## src/rtl/rom_responder_if.sv

```systemverilog
// rtl/rom_responder_if.sv - CPU nibble bus and ROM array signals of the ROM responder
interface rom_responder_if;
    logic       sync;
    logic [3:0] bus_in;
    logic [7:0] mem_addr;
    logic       mem_req;
    logic [7:0] mem_rdata;
    logic [3:0] bus_out;
    logic       bus_oe;
    logic       fetch_hit;

    modport slave (
        input  sync,
        input  bus_in,
        input  mem_rdata,
        output mem_addr,
        output mem_req,
        output bus_out,
        output bus_oe,
        output fetch_hit
    );

    modport master (
        output sync,
        output bus_in,
        output mem_rdata,
        input  mem_addr,
        input  mem_req,
        input  bus_out,
        input  bus_oe,
        input  fetch_hit
    );
endinterface

```

## src/rtl/rom_responder.sv

```systemverilog
// rtl/rom_responder.sv - instruction ROM responder for an 8-cycle nibble bus
// Tracks the bus cycle, fetches one ROM byte per instruction and drives OPR/OPA when selected.
module rom_responder #(
    parameter logic [3:0] CHIP_ID = 4'h0
) (
    input  logic              clock,
    input  logic              reset,
    rom_responder_if.slave    bus
);

    typedef enum logic [2:0] {
        CYC_A1 = 3'd0,
        CYC_A2 = 3'd1,
        CYC_A3 = 3'd2,
        CYC_M1 = 3'd3,
        CYC_M2 = 3'd4,
        CYC_X1 = 3'd5,
        CYC_X2 = 3'd6,
        CYC_X3 = 3'd7
    } cycle_e;

    cycle_e     cycle_q, cycle_d;
    logic       locked_q, locked_d;
    logic [7:0] mem_addr_q, mem_addr_d;
    logic [7:0] instr_q, instr_d;
    logic       selected_q, selected_d;

    always_ff @(posedge clock or negedge reset) begin
        if (!reset) begin
            cycle_q    <= CYC_A1;
            locked_q   <= 1'b0;
            mem_addr_q <= 8'h00;
            instr_q    <= 8'h00;
            selected_q <= 1'b0;
        end else begin
            cycle_q    <= cycle_d;
            locked_q   <= locked_d;
            mem_addr_q <= mem_addr_d;
            instr_q    <= instr_d;
            selected_q <= selected_d;
        end
    end

    // Sync wins over everything: it aborts any fetch in flight by returning to A1
    // with selected cleared, so the aborted instruction never reaches M1/M2 drive.
    always_comb begin
        cycle_d    = cycle_q;
        locked_d   = locked_q;
        mem_addr_d = mem_addr_q;
        instr_d    = instr_q;
        selected_d = selected_q;
        if (bus.sync) begin
            cycle_d    = CYC_A1;
            locked_d   = 1'b1;
            selected_d = 1'b0;
        end else if (locked_q) begin
            case (cycle_q)
                CYC_A1: begin
                    mem_addr_d[3:0] = bus.bus_in;
                    cycle_d         = CYC_A2;
                end
                CYC_A2: begin
                    mem_addr_d[7:4] = bus.bus_in;
                    cycle_d         = CYC_A3;
                end
                CYC_A3: begin
                    instr_d    = bus.mem_rdata;
                    selected_d = (bus.bus_in == CHIP_ID);
                    cycle_d    = CYC_M1;
                end
                CYC_M1: cycle_d = CYC_M2;
                CYC_M2: cycle_d = CYC_X1;
                CYC_X1: cycle_d = CYC_X2;
                CYC_X2: cycle_d = CYC_X3;
                CYC_X3: begin
                    selected_d = 1'b0;
                    cycle_d    = CYC_A1;
                end
                default: begin
                    selected_d = 1'b0;
                    cycle_d    = CYC_A1;
                end
            endcase
        end
    end

    always_comb begin
        bus.mem_addr  = mem_addr_q;
        bus.mem_req   = locked_q && (cycle_q == CYC_A3);
        bus.bus_oe    = locked_q && selected_q && ((cycle_q == CYC_M1) || (cycle_q == CYC_M2));
        bus.fetch_hit = locked_q && selected_q && (cycle_q == CYC_M2);
        bus.bus_out   = 4'h0;
        if (bus.bus_oe) begin
            bus.bus_out = (cycle_q == CYC_M1) ? instr_q[7:4] : instr_q[3:0];
        end
    end

endmodule

```

## src/flat_wrapper.sv

```systemverilog
// flat-port wrapper written by rule: the top's interface ports become plain ports
module rom_responder_flat 
#(
    parameter logic [3:0] CHIP_ID = 4'h0
)
  (clock, reset, bus_sync, bus_bus_in, bus_mem_rdata, bus_mem_addr, bus_mem_req, bus_bus_out, bus_bus_oe, bus_fetch_hit);
  rom_responder_if bus_i ();
  input  logic clock;
  input  logic reset;
  input wire logic [$bits(bus_i.sync)-1:0] bus_sync;
  input wire logic [$bits(bus_i.bus_in)-1:0] bus_bus_in;
  input wire logic [$bits(bus_i.mem_rdata)-1:0] bus_mem_rdata;
  output wire logic [$bits(bus_i.mem_addr)-1:0] bus_mem_addr;
  output wire logic [$bits(bus_i.mem_req)-1:0] bus_mem_req;
  output wire logic [$bits(bus_i.bus_out)-1:0] bus_bus_out;
  output wire logic [$bits(bus_i.bus_oe)-1:0] bus_bus_oe;
  output wire logic [$bits(bus_i.fetch_hit)-1:0] bus_fetch_hit;
  assign bus_i.sync = bus_sync;
  assign bus_i.bus_in = bus_bus_in;
  assign bus_i.mem_rdata = bus_mem_rdata;
  assign bus_mem_addr = bus_i.mem_addr;
  assign bus_mem_req = bus_i.mem_req;
  assign bus_bus_out = bus_i.bus_out;
  assign bus_bus_oe = bus_i.bus_oe;
  assign bus_fetch_hit = bus_i.fetch_hit;
  rom_responder #(.CHIP_ID(CHIP_ID)) u_core (.clock(clock), .reset(reset), .bus(bus_i));
endmodule
```

## config.mk

```make
export PLATFORM = sky130hd
export DESIGN_NAME = rom_responder_flat
export DESIGN_NICKNAME = d
export VERILOG_FILES = /design/src/rtl/rom_responder_if.sv /design/src/rtl/rom_responder.sv /design/src/flat_wrapper.sv
export SDC_FILE = /design/constraint.sdc
export NUM_CORES = 1
export LEC_CHECK = 0
export BUFFER_PORTS_ARGS = -buffer_cell sky130_fd_sc_hd__buf_2
export CORE_MARGIN = 8
export CORE_UTILIZATION = 45
export CTS_BUF_LIST = sky130_fd_sc_hd__clkbuf_8
export DETAILED_ROUTE_END_ITERATION = 7
export PLACE_DENSITY = 0.72
export SLEW_MARGIN = 30
export SYNTH_ARGS = -nofsm -noshare
export SYNTH_HDL_FRONTEND = slang
export SYNTH_SLANG_ARGS = --single-unit
```

## constraint.sdc

```tcl
create_clock -name clock -period 1.55 [get_ports clock]
set_input_delay 0.0775 -clock clock [delete_from_list [all_inputs] [get_ports clock]]
set_output_delay 0.0775 -clock clock [all_outputs]
set_load 0.02 [all_outputs]
```

# Yosys cells after proc, flatten, opt, wreduce, memory -nomap -nowiden
# Cells that the tools add are included.
# word_totals
output_inout_bits	15
input_bits	15
register_bits	21
# op_classes
muxes	8
n_bitwise	1
eq_ne	7
n_reduce_logical	13
# op_table
cell	n
case mux 3 bit (8 select lines)	1
equality test 3 bit, second input constant	4
AND reduction 3 bit	3
two-way mux 4 bit	2
equality test 3 x 2 -> 1 bit, second input constant	2
two-way mux 3 bit	2
logical AND 1 bit	4
zero test 4 bit	1
equality test 3 x 1 -> 1 bit, second input constant	1
zero test 3 bit	1
nonzero test 3 bit	1
two-way mux 1 bit	2
case mux 1 bit (2 select lines)	1
AND reduction 2 bit	1
nonzero test 2 bit	1
logical OR 1 bit	1
NOT 1 bit	1

# Depth between registers and ports, before layout
# logic_depth
depth_word	4
ltp_mapped	4
mapped_depth_nobuf	3

# Worst setup path after synthesis
# OpenSTA, ideal clock, no wires.
# synth_timing
kind	reg2out
start	register u_core.cycle_q[0]
end	output bus_bus_out[0]
path_stages_with_launch	5
path_buffers	1
t_required_ns	1.472
setup_slack_ns	0.067
arrival_ns	1.405
path_cell_list	dfrtp_1 > buf_2 > or3b_1 > a21o_1 > nor2_1
# synth_via
elab_chain_cells	4
# synth_lines
element	line_no	source
start, declared	rom_responder.sv:22	cycle_e cycle_q, cycle_d;
start signal, assigned	rom_responder.sv:36	cycle_q <= cycle_d;
equality test 3 x 2 -> 1 bit / equality test 3 bit (equally long branches)	rom_responder.sv:90, rom_responder.sv:94	
logical OR 1 bit	rom_responder.sv:90	bus.bus_oe = locked_q && selected_q && ((cycle_q == CYC_M1) || (cycle_q == CYC_M2));
logical AND 1 bit	rom_responder.sv:90	
two-way mux 4 bit *	rom_responder.sv:93	if (bus.bus_oe) begin
end, declared	flat_wrapper.sv:15	output wire logic [$bits(bus_i.bus_out)-1:0] bus_bus_out;
# Mark *: on every way between the ends. The rest lies on a longest branch, timed or not.

# Worst setup path in the final report
# Ends and elaborated chain as after synthesis.

==> qor.txt <==
Pwr dens = 1230 nW/µm²
Sw frac = 30.0%
Main combinational cell family by area after synthesis = multiplexers
Vias/cell = 4.92
Non-Filler Instances = 146
Post-synth top cells = 21 x dfrtp_1, 16 x mux2_2, 9 x nor2_1
CTS tree = yes
Max_cap viols = 0
DP HPWL = 1470 µm
Final wirelength = 2100 µm
WP buf/inv = 1
CP endpoint kind = output port
Ys Warns = 0
Htree depth = 1
Crit-path slowest cell = dfrtp_1
Post-Synth Simple-Gate Area = 15.6%
Clock transition at path regs = 0.08 ns
Peak supply drop = 0.742 mV
Post-Syn Instances = 76
Leakage Power = 0.643 nW
Tot GR Track Use = 11.1%
Ys async rst share = 100%
Largest area contributor in the netlist = dfrtp_1
Synth unique cells = 24
Synthesized area per cell = 12.8 µm²
Syn nets = 91
Final hold vios = 0
Sequential share of power = 48.7%
Mux cell area share after synthesis = 22.7%
Top Family by Delay on Critical Path = simple AND/OR/NAND/NOR gates
Ys flop type = dfrtp_1
Comb power frac = 29.0%
ANT cells = 0
Clock power share = 22.4%
TritonCTS buffer count = 3
Crit-path cells = or3b_4 > a21o_1 > nor2_1 > buf_4
RSZ-0062 raised after global routing = true
Violated checks = negative setup slack
Skew-Pair Late Insertion Delay = 0.26 ns
Arr. time, crit path = 1.58 ns
First-pass GRT wire length = 3550 µm
Sequential share of the synthesized area = 54.2%
DRT antenna net count = 0
Status = finished, violations left
Rel. slew slack = 70.3%
CTS sink cnt = 21
Wire per inst = 14.3 µm
Worst Setup Path Type = register to output port
Net switching power = 0.486 mW
Tcrit/Tclk final = 107%
Minimum clock period = 1.66 ns
CTS Buffer Depth = 2
Drt drc = 0
Vias in the first global route = 757
Root buffer cell = clkbuf_8
F_max = 602 MHz
Top-count cell post-synth = dfrtp_1
Synth area leaders = dfrtp_1 54%, mux2_2 19%, mux2i_1 4.1%
Worst Hold Class = primary input to register
EDFF count, synth = 0
Xor and xnor area share after synthesis = 2.71%
Synth top area share = 54.2%
Final setup margin = -0.112 ns
Final Slew Violations = 0
Placeable core area = 2130 µm²
Post-layout nets = 134
Die area = 3900 µm²
Pre-antenna DRT Iters = 4
Area growth syn-to-layout = 35.2%
Int Pwr = 1.13 mW
CP Max Fanout = 5
Crit start category = register
FF+latch count, synth = 21
Compound-gate portion of the synthesized area = 2.32%
Setup-failing EPs final = 4
GR Overflow Total = 0
Die Wd = 62.4 µm
Share of cells above drive strength 1 = 58.5%
Final TNS setup = -0.293 ns
Initial Util = 45.6%
Mapped Area = 970 µm²
Initial DRC Count = 14
Clock Skews = 0.00237 ns
Worst-margin pin slew = 0.445 ns
Largest net degree at the start of global routing = 22
Crit path largest cell delay = 0.41 ns
Gpl congestion = 0.812
# rows = 17
Synth Area in Adders = 0%
DR vias = 719
I/O Pins = 30
Count of input and output buffers = 29
Die Height = 62.4 µm
Inst Count DP = 134
Initial antenna violation count = 0
WP data required = 1.47 ns
[cell usage in the layout (no fill, tap or decap), types with 3 or more instances in the layout]
| cell type | instances |
|---|---|
| buf_2 | 23 |
| buf_4 | 14 |
| buf_6 | 3 |
| clkbuf_8 | 3 |
| dfrtp_1 | 20 |
| mux2_2 | 15 |
| mux2i_1 | 3 |
| nand2_1 | 3 |
| nor2_1 | 9 |
[cell type report]
cell class | instances | area (µm²)
Tap cell | 28 | 35.0
Timing Repair Buffer | 41 | 264
Inverter | 1 | 3.75
Sequential cell | 21 | 527
Clock buffer | 3 | 41.3
Multi-Input combinational cell | 51 | 433
Fill cell | 173 | 816
Clock inverter | 1 | 7.51
[state kept, by name, indices dropped and copies added, names as in the netlist]
| signal | cells |
|---|---|
| u_core.bus.mem_addr | 8 |
| u_core.instr_q | 8 |
| u_core.cycle_q | 3 |
| u_core.locked_q | 1 |
| u_core.selected_q | 1 |
[routing by layer]
metal,wire length [µm],track usage [%],vias to the layer above
met3,45,2.51,3
li1,-,-,351
met4,20,5.70,0
met5,0,0,-
met1,867,12.6,353
met2,1160,18.9,12
[repair_timing]
item	4_1_cts	5_1_grt
pin swaps	6	5
setup buffers	6	2
endpoints found under the setup margin	6	10
hold endpoints to repair	21	0
resized for setup	10	4
hold buffers	1	0
[path summary, 6_finish.rpt]
path	startpoint	end	slack, ns	cells past startpoint
max in group asynchronous	reset	u_core.cycle_q[2]	0.93	2
setup / recovery	u_core.cycle_q[0]	bus_bus_out[0]	-0.11	4
hold / removal	bus_mem_rdata[1]	u_core.instr_q[1]	0.04	2
setup reg to reg	u_core.cycle_q[2]	u_core.bus.mem_addr[4]	0.04	4
hold reg to reg	u_core.bus.mem_addr[5]	u_core.bus.mem_addr[5]	0.51	1
min in group asynchronous	reset	u_core.cycle_q[0]	0.28	2
[kinds of logic after synthesis]
logic type,count (synthesis)
xor+xnor,3
simple gates,25
mux,20
buf+inv,4
flops,21
compound gates,3
[stage by stage]
stage / setup WS (ns) / area, µm² / utilization [%] / total power, mW / hold WS [ns]
detailed placement: 0.102 / 1160 / 54.5 / 1.22 / 0.0538
global placement: 0.144 / 1160 / 54.5 / 1.21 / 0.0521
finish: -0.112 / 1310 / 61.6 / 1.62 / 0.0409
floorplan: 0.0674 / 970 / - / 1.07 / -0.218
CTS: -0.0579 / 1290 / 60.7 / 1.62 / 0.0404
global route: -0.148 / 1310 / 61.6 / 1.70 / 0.0441
[power by group through the flow]
stage | combinational (mW) | clock [mW] | sequential (mW)
2_1_floorplan | 0.226 | 0 | 0.843
3_3_place_gp | 0.421 | 0 | 0.788
3_5_place_dp | 0.431 | 0 | 0.793
4_1_cts | 0.463 | 0.373 | 0.782
5_1_grt | 0.507 | 0.391 | 0.806
6_report | 0.469 | 0.362 | 0.787
(Power assumes the default switching activity.)
